--- src/rtl/alu_exec_unit.sv ---
// ALU control decode plus execute stage: single-cycle RV32I ops, iterative RV32M
// multiply/divide, results leaving through a valid/ready handshake.
module alu_exec_unit #(
    parameter int XLEN     = 32,
    parameter bit ENABLE_M = 1'b1
) (
    input  logic            clk,
    input  logic            reset,
    input  logic            in_valid,
    output logic            in_ready,
    input  logic [3:0]      alu_op,
    input  logic [3:0]      funct,
    input  logic            funct_m,
    input  logic [XLEN-1:0] op_a,
    input  logic [XLEN-1:0] op_b,
    output logic            out_valid,
    input  logic            out_ready,
    output logic [XLEN-1:0] result,
    output logic [3:0]      alu_ctrl,
    output logic            zero,
    output logic            lt,
    output logic            ltu,
    output logic            illegal
);
    localparam int SHW = $clog2(XLEN);
    localparam int CW  = $clog2(XLEN) + 1;

    localparam logic [3:0] C_AND = 4'b0000, C_OR  = 4'b0001, C_XOR  = 4'b0010, C_LSL  = 4'b0011;
    localparam logic [3:0] C_RSL = 4'b0100, C_RSA = 4'b0101, C_ADD  = 4'b0110, C_SUB  = 4'b0111;
    localparam logic [3:0] C_SLT = 4'b1000, C_SLTU = 4'b1001, C_PASSB = 4'b1010, C_MUL = 4'b1011;
    localparam logic [3:0] C_DIV = 4'b1100, C_NONE = 4'b1111;

    localparam logic [1:0] S_IDLE = 2'd0, S_BUSY = 2'd1, S_DONE = 2'd2;

    logic [1:0]  state;
    logic [CW-1:0] cnt;
    logic [3:0]  dec_ctrl;
    logic        dec_ill, dec_m;
    logic [2:0]  f3;
    logic [XLEN-1:0] alu_res;
    logic        eq, slt, sltu;
    logic [SHW-1:0] sh;

    assign f3        = funct[2:0];
    assign sh        = op_b[SHW-1:0];
    assign eq        = (op_a == op_b);
    assign slt       = ($signed(op_a) < $signed(op_b));
    assign sltu      = (op_a < op_b);
    assign in_ready  = (state == S_IDLE) && !reset;
    assign out_valid = (state == S_DONE);

    // NOTE: every always_comb output gets a default first so no path can infer a latch.
    always_comb begin
        dec_ctrl = C_NONE;
        dec_ill  = 1'b0;
        dec_m    = 1'b0;
        case (alu_op)
            4'b0000, 4'b0010, 4'b0111, 4'b1000: dec_ctrl = C_ADD;
            4'b0011: if (f3 <= 3'b010) dec_ctrl = C_ADD; else dec_ill = 1'b1;
            4'b0101: dec_ctrl = C_PASSB;
            4'b0110: dec_ctrl = C_SUB;
            4'b0001, 4'b0100: begin
                if (alu_op == 4'b0100 && funct_m) begin
                    if (ENABLE_M && !funct[3]) begin
                        dec_m    = 1'b1;
                        dec_ctrl = f3[2] ? C_DIV : C_MUL;
                    end else begin
                        dec_ill = 1'b1;
                    end
                end else begin
                    case (f3)
                        3'b000: dec_ctrl = (alu_op == 4'b0100 && funct[3]) ? C_SUB : C_ADD;
                        3'b001: if (alu_op == 4'b0001 && funct[3]) dec_ill = 1'b1; else dec_ctrl = C_LSL;
                        3'b010: dec_ctrl = C_SLT;
                        3'b011: dec_ctrl = C_SLTU;
                        3'b100: dec_ctrl = C_XOR;
                        3'b101: dec_ctrl = funct[3] ? C_RSA : C_RSL;
                        3'b110: dec_ctrl = C_OR;
                        default: dec_ctrl = C_AND;
                    endcase
                end
            end
            default: dec_ill = 1'b1;
        endcase
        if (dec_ill) dec_ctrl = C_NONE;
    end

    always_comb begin
        alu_res = '0;
        case (dec_ctrl)
            C_AND:   alu_res = op_a & op_b;
            C_OR:    alu_res = op_a | op_b;
            C_XOR:   alu_res = op_a ^ op_b;
            C_LSL:   alu_res = op_a << sh;
            C_RSL:   alu_res = op_a >> sh;
            C_RSA:   alu_res = $unsigned($signed(op_a) >>> sh);
            C_ADD:   alu_res = op_a + op_b;
            C_SUB:   alu_res = op_a - op_b;
            C_SLT:   alu_res = {{(XLEN-1){1'b0}}, slt};
            C_SLTU:  alu_res = {{(XLEN-1){1'b0}}, sltu};
            C_PASSB: alu_res = op_b;
            default: alu_res = '0;
        endcase
    end

    // Operand signedness per funct3: MUL/MULH/MULHSU/DIV/REM treat op_a as signed.
    logic a_signed, b_signed, sa, sb;
    logic [XLEN-1:0] mag_a, mag_b;
    assign a_signed = f3[2] ? !f3[0] : (f3[1:0] != 2'b11);
    assign b_signed = f3[2] ? !f3[0] : !f3[1];
    assign sa       = a_signed && op_a[XLEN-1];
    assign sb       = b_signed && op_b[XLEN-1];
    assign mag_a    = sa ? -op_a : op_a;
    assign mag_b    = sb ? -op_b : op_b;

    logic [2:0]        f3_q;
    logic              sa_q, sb_q, divz_q;
    logic [XLEN-1:0]   a_q, mplier, rem, quo, dsor;
    logic [2*XLEN-1:0] acc, mcand;

    logic [2*XLEN-1:0] acc_nxt, prod_fix;
    logic [XLEN:0]     shifted, diff;
    logic              q_bit;
    logic [XLEN-1:0]   rem_nxt, quo_nxt, quo_fix, rem_fix, m_final;

    always_comb begin
        acc_nxt  = acc + (mplier[0] ? mcand : '0);
        shifted  = {rem, quo[XLEN-1]};
        diff     = shifted - {1'b0, dsor};
        q_bit    = !diff[XLEN];
        rem_nxt  = q_bit ? diff[XLEN-1:0] : shifted[XLEN-1:0];
        quo_nxt  = {quo[XLEN-2:0], q_bit};
        prod_fix = (sa_q ^ sb_q) ? -acc_nxt : acc_nxt;
        quo_fix  = divz_q ? '1  : ((sa_q ^ sb_q) ? -quo_nxt : quo_nxt);
        rem_fix  = divz_q ? a_q : (sa_q ? -rem_nxt : rem_nxt);
        case (f3_q)
            3'b000:         m_final = prod_fix[XLEN-1:0];
            3'b100, 3'b101: m_final = quo_fix;
            3'b110, 3'b111: m_final = rem_fix;
            default:        m_final = prod_fix[2*XLEN-1:XLEN];
        endcase
    end

    // NOTE: iteration datapath registers carry no reset; the FSM never consumes them before loading.
    always_ff @(posedge clk) begin
        if (in_valid && in_ready && dec_m) begin
            f3_q   <= f3;
            sa_q   <= sa;
            sb_q   <= sb;
            divz_q <= (op_b == '0);
            a_q    <= op_a;
            acc    <= '0;
            mcand  <= {{XLEN{1'b0}}, mag_a};
            mplier <= mag_b;
            rem    <= '0;
            quo    <= mag_a;
            dsor   <= mag_b;
        end else if (state == S_BUSY) begin
            acc    <= acc_nxt;
            mcand  <= mcand << 1;
            mplier <= mplier >> 1;
            rem    <= rem_nxt;
            quo    <= quo_nxt;
        end
    end

    // Flags and code are latched at accept and stay put until the next accept.
    always_ff @(posedge clk) begin
        if (reset) begin
            state    <= S_IDLE;
            cnt      <= '0;
            result   <= '0;
            alu_ctrl <= C_NONE;
            zero     <= 1'b0;
            lt       <= 1'b0;
            ltu      <= 1'b0;
            illegal  <= 1'b0;
        end else begin
            case (state)
                S_IDLE: if (in_valid && in_ready) begin
                    alu_ctrl <= dec_ctrl;
                    illegal  <= dec_ill;
                    zero     <= !dec_ill && eq;
                    lt       <= !dec_ill && slt;
                    ltu      <= !dec_ill && sltu;
                    if (dec_m) begin
                        state <= S_BUSY;
                        cnt   <= CW'(XLEN);
                    end else begin
                        state  <= S_DONE;
                        result <= alu_res;
                    end
                end
                S_BUSY: begin
                    cnt <= cnt - CW'(1);
                    if (cnt == CW'(1)) begin
                        state  <= S_DONE;
                        result <= m_final;
                    end
                end
                S_DONE: if (out_ready) state <= S_IDLE;
                default: state <= S_IDLE;
            endcase
        end
    end
endmodule

--- config.mk ---
export PLATFORM = sky130hd
export DESIGN_NAME = alu_exec_unit
export DESIGN_NICKNAME = d
export VERILOG_FILES = /design/src/rtl/alu_exec_unit.sv
export SDC_FILE = /design/constraint.sdc
export NUM_CORES = 2
export LEC_CHECK = 0
export ABC_CLOCK_PERIOD_IN_PS = 6470
export CAP_MARGIN = 30
export CORE_MARGIN = 5
export CORE_UTILIZATION = 50
export CTS_BUF_LIST = sky130_fd_sc_hd__clkbuf_8 sky130_fd_sc_hd__clkbuf_16
export CTS_CLUSTER_DIAMETER = 30
export DETAILED_ROUTE_END_ITERATION = 8
export PLACE_DENSITY = 0.67
export SLEW_MARGIN = 20
export SYNTH_ARGS = -nofsm -noshare
export SYNTH_HDL_FRONTEND = slang
export SYNTH_SLANG_ARGS = --single-unit
--- constraint.sdc ---
create_clock -name clk -period 6.47 [get_ports clk]
set_input_delay 0.9705 -clock clk [delete_from_list [all_inputs] [get_ports clk]]
set_output_delay 0.9705 -clock clk [all_outputs]
set_load 0.01 [all_outputs]
==> results.md <==
* Root Buffer: clkbuf_16
* CP max stage cell: edfxtp_1
* GRT Overall Usage at 0.424
* Vias at 39200
* Top FF cell, synth: dfxtp_1
* Worst skew pair latency at 0.67 ns
* CP Data Required Time at between 7 and 8 ns
* Post-Syn Area per Cell at 7.65 µm²
* Fin area at about 41000 µm²
* Die outline height at 276 µm
* Power per cell area at 310 nW/µm²
* Initial antenna violation count at 10
* Syn. warnings at 0
* Detailed-route wire length at 167000 µm
* Fmax at ~160 MHz
* Count of flip-flops with a built-in enable after synthesis at around 170
* #FFs+latches synth at 342
* Final hold violation count at 0
* RSZ-0062 raised after global routing: false
* H-tree Lvls at 3
* Residual DRC at 0
* Hold Path Class: flop to flop
* Clock sink count at 342
* Critical-path cell list: and2_1 > ha_1 > inv_1 > fa_1 > nand2b_1 > a21oi_1 > o211ai_1 > nor4b_2 > nor4b_2 > nand4b_1 > nor3_1 > nand4_1 > nor4_2 > buf_4 > nor4b_1 > o31ai_1 > a211oi_1
* Port bufs at 118
* Outcome: complete, no violations
* Period utilization at 0.948
* Core area at between 70000 and 80000 µm²
* Slowest stage delay, CP at 0.82 ns
* Register Area at roughly 8500 µm²
* Drt wl/cell at about 29 µm
* Antenna-violating nets left at 0
* Die width at about 280 µm
* Area Overhead vs Synth at 17.4%
* # setup viols final at 0
* Sequential element share of the synthesized area at 0.241
* First drt pass iteration count at 6
* Worst EP arrival at 6.68 ns
* Setup TNS at 0 ns
* CTS buffer count at 98
* Worst path most repeated cell: nor4b_2
* Share of layout cells above drive strength 1 at 0.107
* # hold bufs at CTS at 0
* IO Pins at 119
* FILL cells at 6604
* Rel. slew slack at 0.290
* Fin crit period at 6.14 ns
* Post-synth cell types at ~110
* Fin. max-slew vios at 0
* Worst setup SP type: flop
* Leakage at roughly 16 nW
* CTS tree: built
* Die area at approximately 76000 µm²
* Syn_nets at 4889
* Worst slack, placed at 0.449 ns
* Gr ovfl total at 0
* Crit Path Max Fanout at 15
* Synth Cell Area at approximately 35000 µm²
* Rows at 97
* Initial Utilization at 0.503
* Layout Nets at 4972
* Hold Worst Slack at about 0.46 ns
* Worst Skew at 0.0376 ns
* Peak VDD IR at 0.322 mV
* Kind of cell adding the most delay to the critical path: simple AND/OR/NAND/NOR gates
* Clk buf depth at 3
* Multi-input logic area at 24900 µm²
* Vias in the first global route at 36100
* Ys async rst share at 0
* Kind of critical path: flop to flop
* Vias per cell at between 6 and 7
* Worst Path Buf+Inv at 2
* Design Power at 0.0128 W
* HPWL after detailed placement at 129000 µm
* GPL Wtd Cong at 1.09
* Final WS setup at 0.335 ns
* Setup Buffers After CTS at 0
* Largest net degree at the start of global routing at 146
* Post-Synthesis Cells at 4609
* Area after DPL at 37900 µm²
* DR iter-0 viols at 5609
* Worst-margin pin slew at around 1.1 ns
* Setup crit end kind: flop
* Max-cap check violation count at 0
* First-pass GRT wire length at 242000 µm
* Clock transition at path regs at about 0.05 ns
## cell families (layout without fill, tap and decap cells)
kind of cell | after synthesis | after routing | synth area share
buffers and inverters | 502 | 670 | 0.0545
flip-flops | 342 | 342 | 0.241
XOR/XNOR | 231 | 231 | 0.0574
AO/OA/AOI/OAI | 1513 | 1513 | 0.283
adder cells (fa/ha/maj) | 203 | 203 | 0.0729
other | 0 | 4 | 0
multiplexers | 151 | 151 | 0.0615
AND/OR/NAND/NOR | 1667 | 1667 | 0.229
## per-stage QoR
stage | std cells | util
after floorplan | 4609 | -
after global placement | 5529 | 0.541
after detailed placement | 5530 | 0.541
after CTS | 5715 | 0.590
after global routing | 5717 | 0.591
final | 5721 | 0.591
## power breakdown
group	switching [W]	internal [W]
sequential	0.000196	0.00249
combinational	0.00338	0.00180
clock	0.00162	0.00335
total	0.00519	0.00764
## area by class of cell
class                           instances  share of cell area
Timing Repair Buffer                  297              0.0623
Inverter                              188              0.0173
Clock buffer                          110              0.0641
Sequential cell                       342               0.206
Antenna cell                            4            0.000242
Clock inverter                         75              0.0193
Multi-Input combinational cell       3765               0.603
Tap cell                              940              0.0284
## repair_timing
action / in CTS / in global routing
endpoints found under the setup margin: 0 / 2
hold endpoints to repair: 0 / 0
gates resized for setup: 0 / 3
## worst paths after layout
check / depth (start not counted) / slack [ns] / start / endpoint
worst max-delay path: 17 / 0.33 / mplier[0]$_DFFE_PP_ / result[16]$_SDFFE_PP0P_
worst min-delay path: 2 / 0.46 / ltu$_SDFFE_PP0P_ / ltu$_SDFFE_PP0P_
worst max register to register: 17 / 0.33 / mplier[0]$_DFFE_PP_ / result[16]$_SDFFE_PP0P_
worst min register to register: 2 / 0.46 / ltu$_SDFFE_PP0P_ / ltu$_SDFFE_PP0P_
## sequential cells by signal (all words and copies together) (netlist names), 2 cells and up
register,cells
a_q,32
acc,64
alu_ctrl,4
cnt,6
dsor,32
f3_q,3
mcand,64
mplier,32
quo,32
rem,32
result,32
state,2
## worst min-delay path: stages (launching register included)
cell and delay [ns]:
dfxtp_1 0.30, nand2_1 0.05, o21ai_0 0.06
## Yosys cell counts (49+ instances only)
cell / count / area share
a211oi_1: 68 / 0.014
a21o_1: 68 / 0.014
a21oi_1: 332 / 0.047
a31oi_1: 69 / 0.012
and2_1: 102 / 0.018
clkbuf_1: 269 / 0.029
dfxtp_1: 176 / 0.10
edfxtp_1: 166 / 0.14
ha_1: 199 / 0.071
inv_1: 183 / 0.019
mux2i_1: 86 / 0.024
mux4_2: 51 / 0.033
nand2_1: 540 / 0.057
nand3_1: 136 / 0.019
nand4_1: 58 / 0.010
nor2_1: 395 / 0.042
nor3_1: 118 / 0.017
nor4_1: 49 / 0.0087
o211ai_1: 58 / 0.012
o21a_1: 84 / 0.018
o21ai_0: 374 / 0.053
o31ai_1: 49 / 0.010
or3_1: 60 / 0.011
xnor2_1: 151 / 0.038
xor2_1: 80 / 0.020
## layout by cell type, fill, tap and decap left out, types with 25 or more instances in the layout
master / netlist / routed
clkdlybuf4s50_1: 0 / 113
o211ai_1: 58 / 58
and3_1: 35 / 34
nand3_1: 136 / 136
nor3_1: 118 / 114
o21ai_0: 374 / 374
and2_1: 102 / 102
xnor2_1: 151 / 150
a211o_1: 25 / 25
inv_1: 183 / 191
a221oi_1: 31 / 31
a211oi_1: 68 / 67
mux2i_1: 86 / 86
o31ai_1: 49 / 49
nand2_1: 540 / 539
a31oi_1: 69 / 68
a21oi_1: 332 / 332
dfxtp_1: 176 / 176
a22oi_1: 27 / 27
ha_1: 199 / 199
nor4_1: 49 / 48
a21o_1: 68 / 68
nand4_1: 58 / 58
nand2b_1: 28 / 27
buf_4: 1 / 172
xor2_1: 80 / 79
clkbuf_16: 0 / 101
edfxtp_1: 166 / 166
mux4_2: 51 / 51
nor2_1: 395 / 394
or3_1: 60 / 60
o21a_1: 84 / 83
## routing by layer
| metal | up-vias | GRT usage | share of wire |
|---|---|---|---|
| met2 | 2530 | 0.636 | 0.42 |
| li1 | 17400 | - | - |
| met4 | 12 | 0.251 | 0.073 |
| met1 | 18700 | 0.550 | 0.39 |
| met3 | 606 | 0.109 | 0.12 |
| met5 | - | 0 | 0.00047 |
No activity file was read; power rests on OpenSTA's default activity.
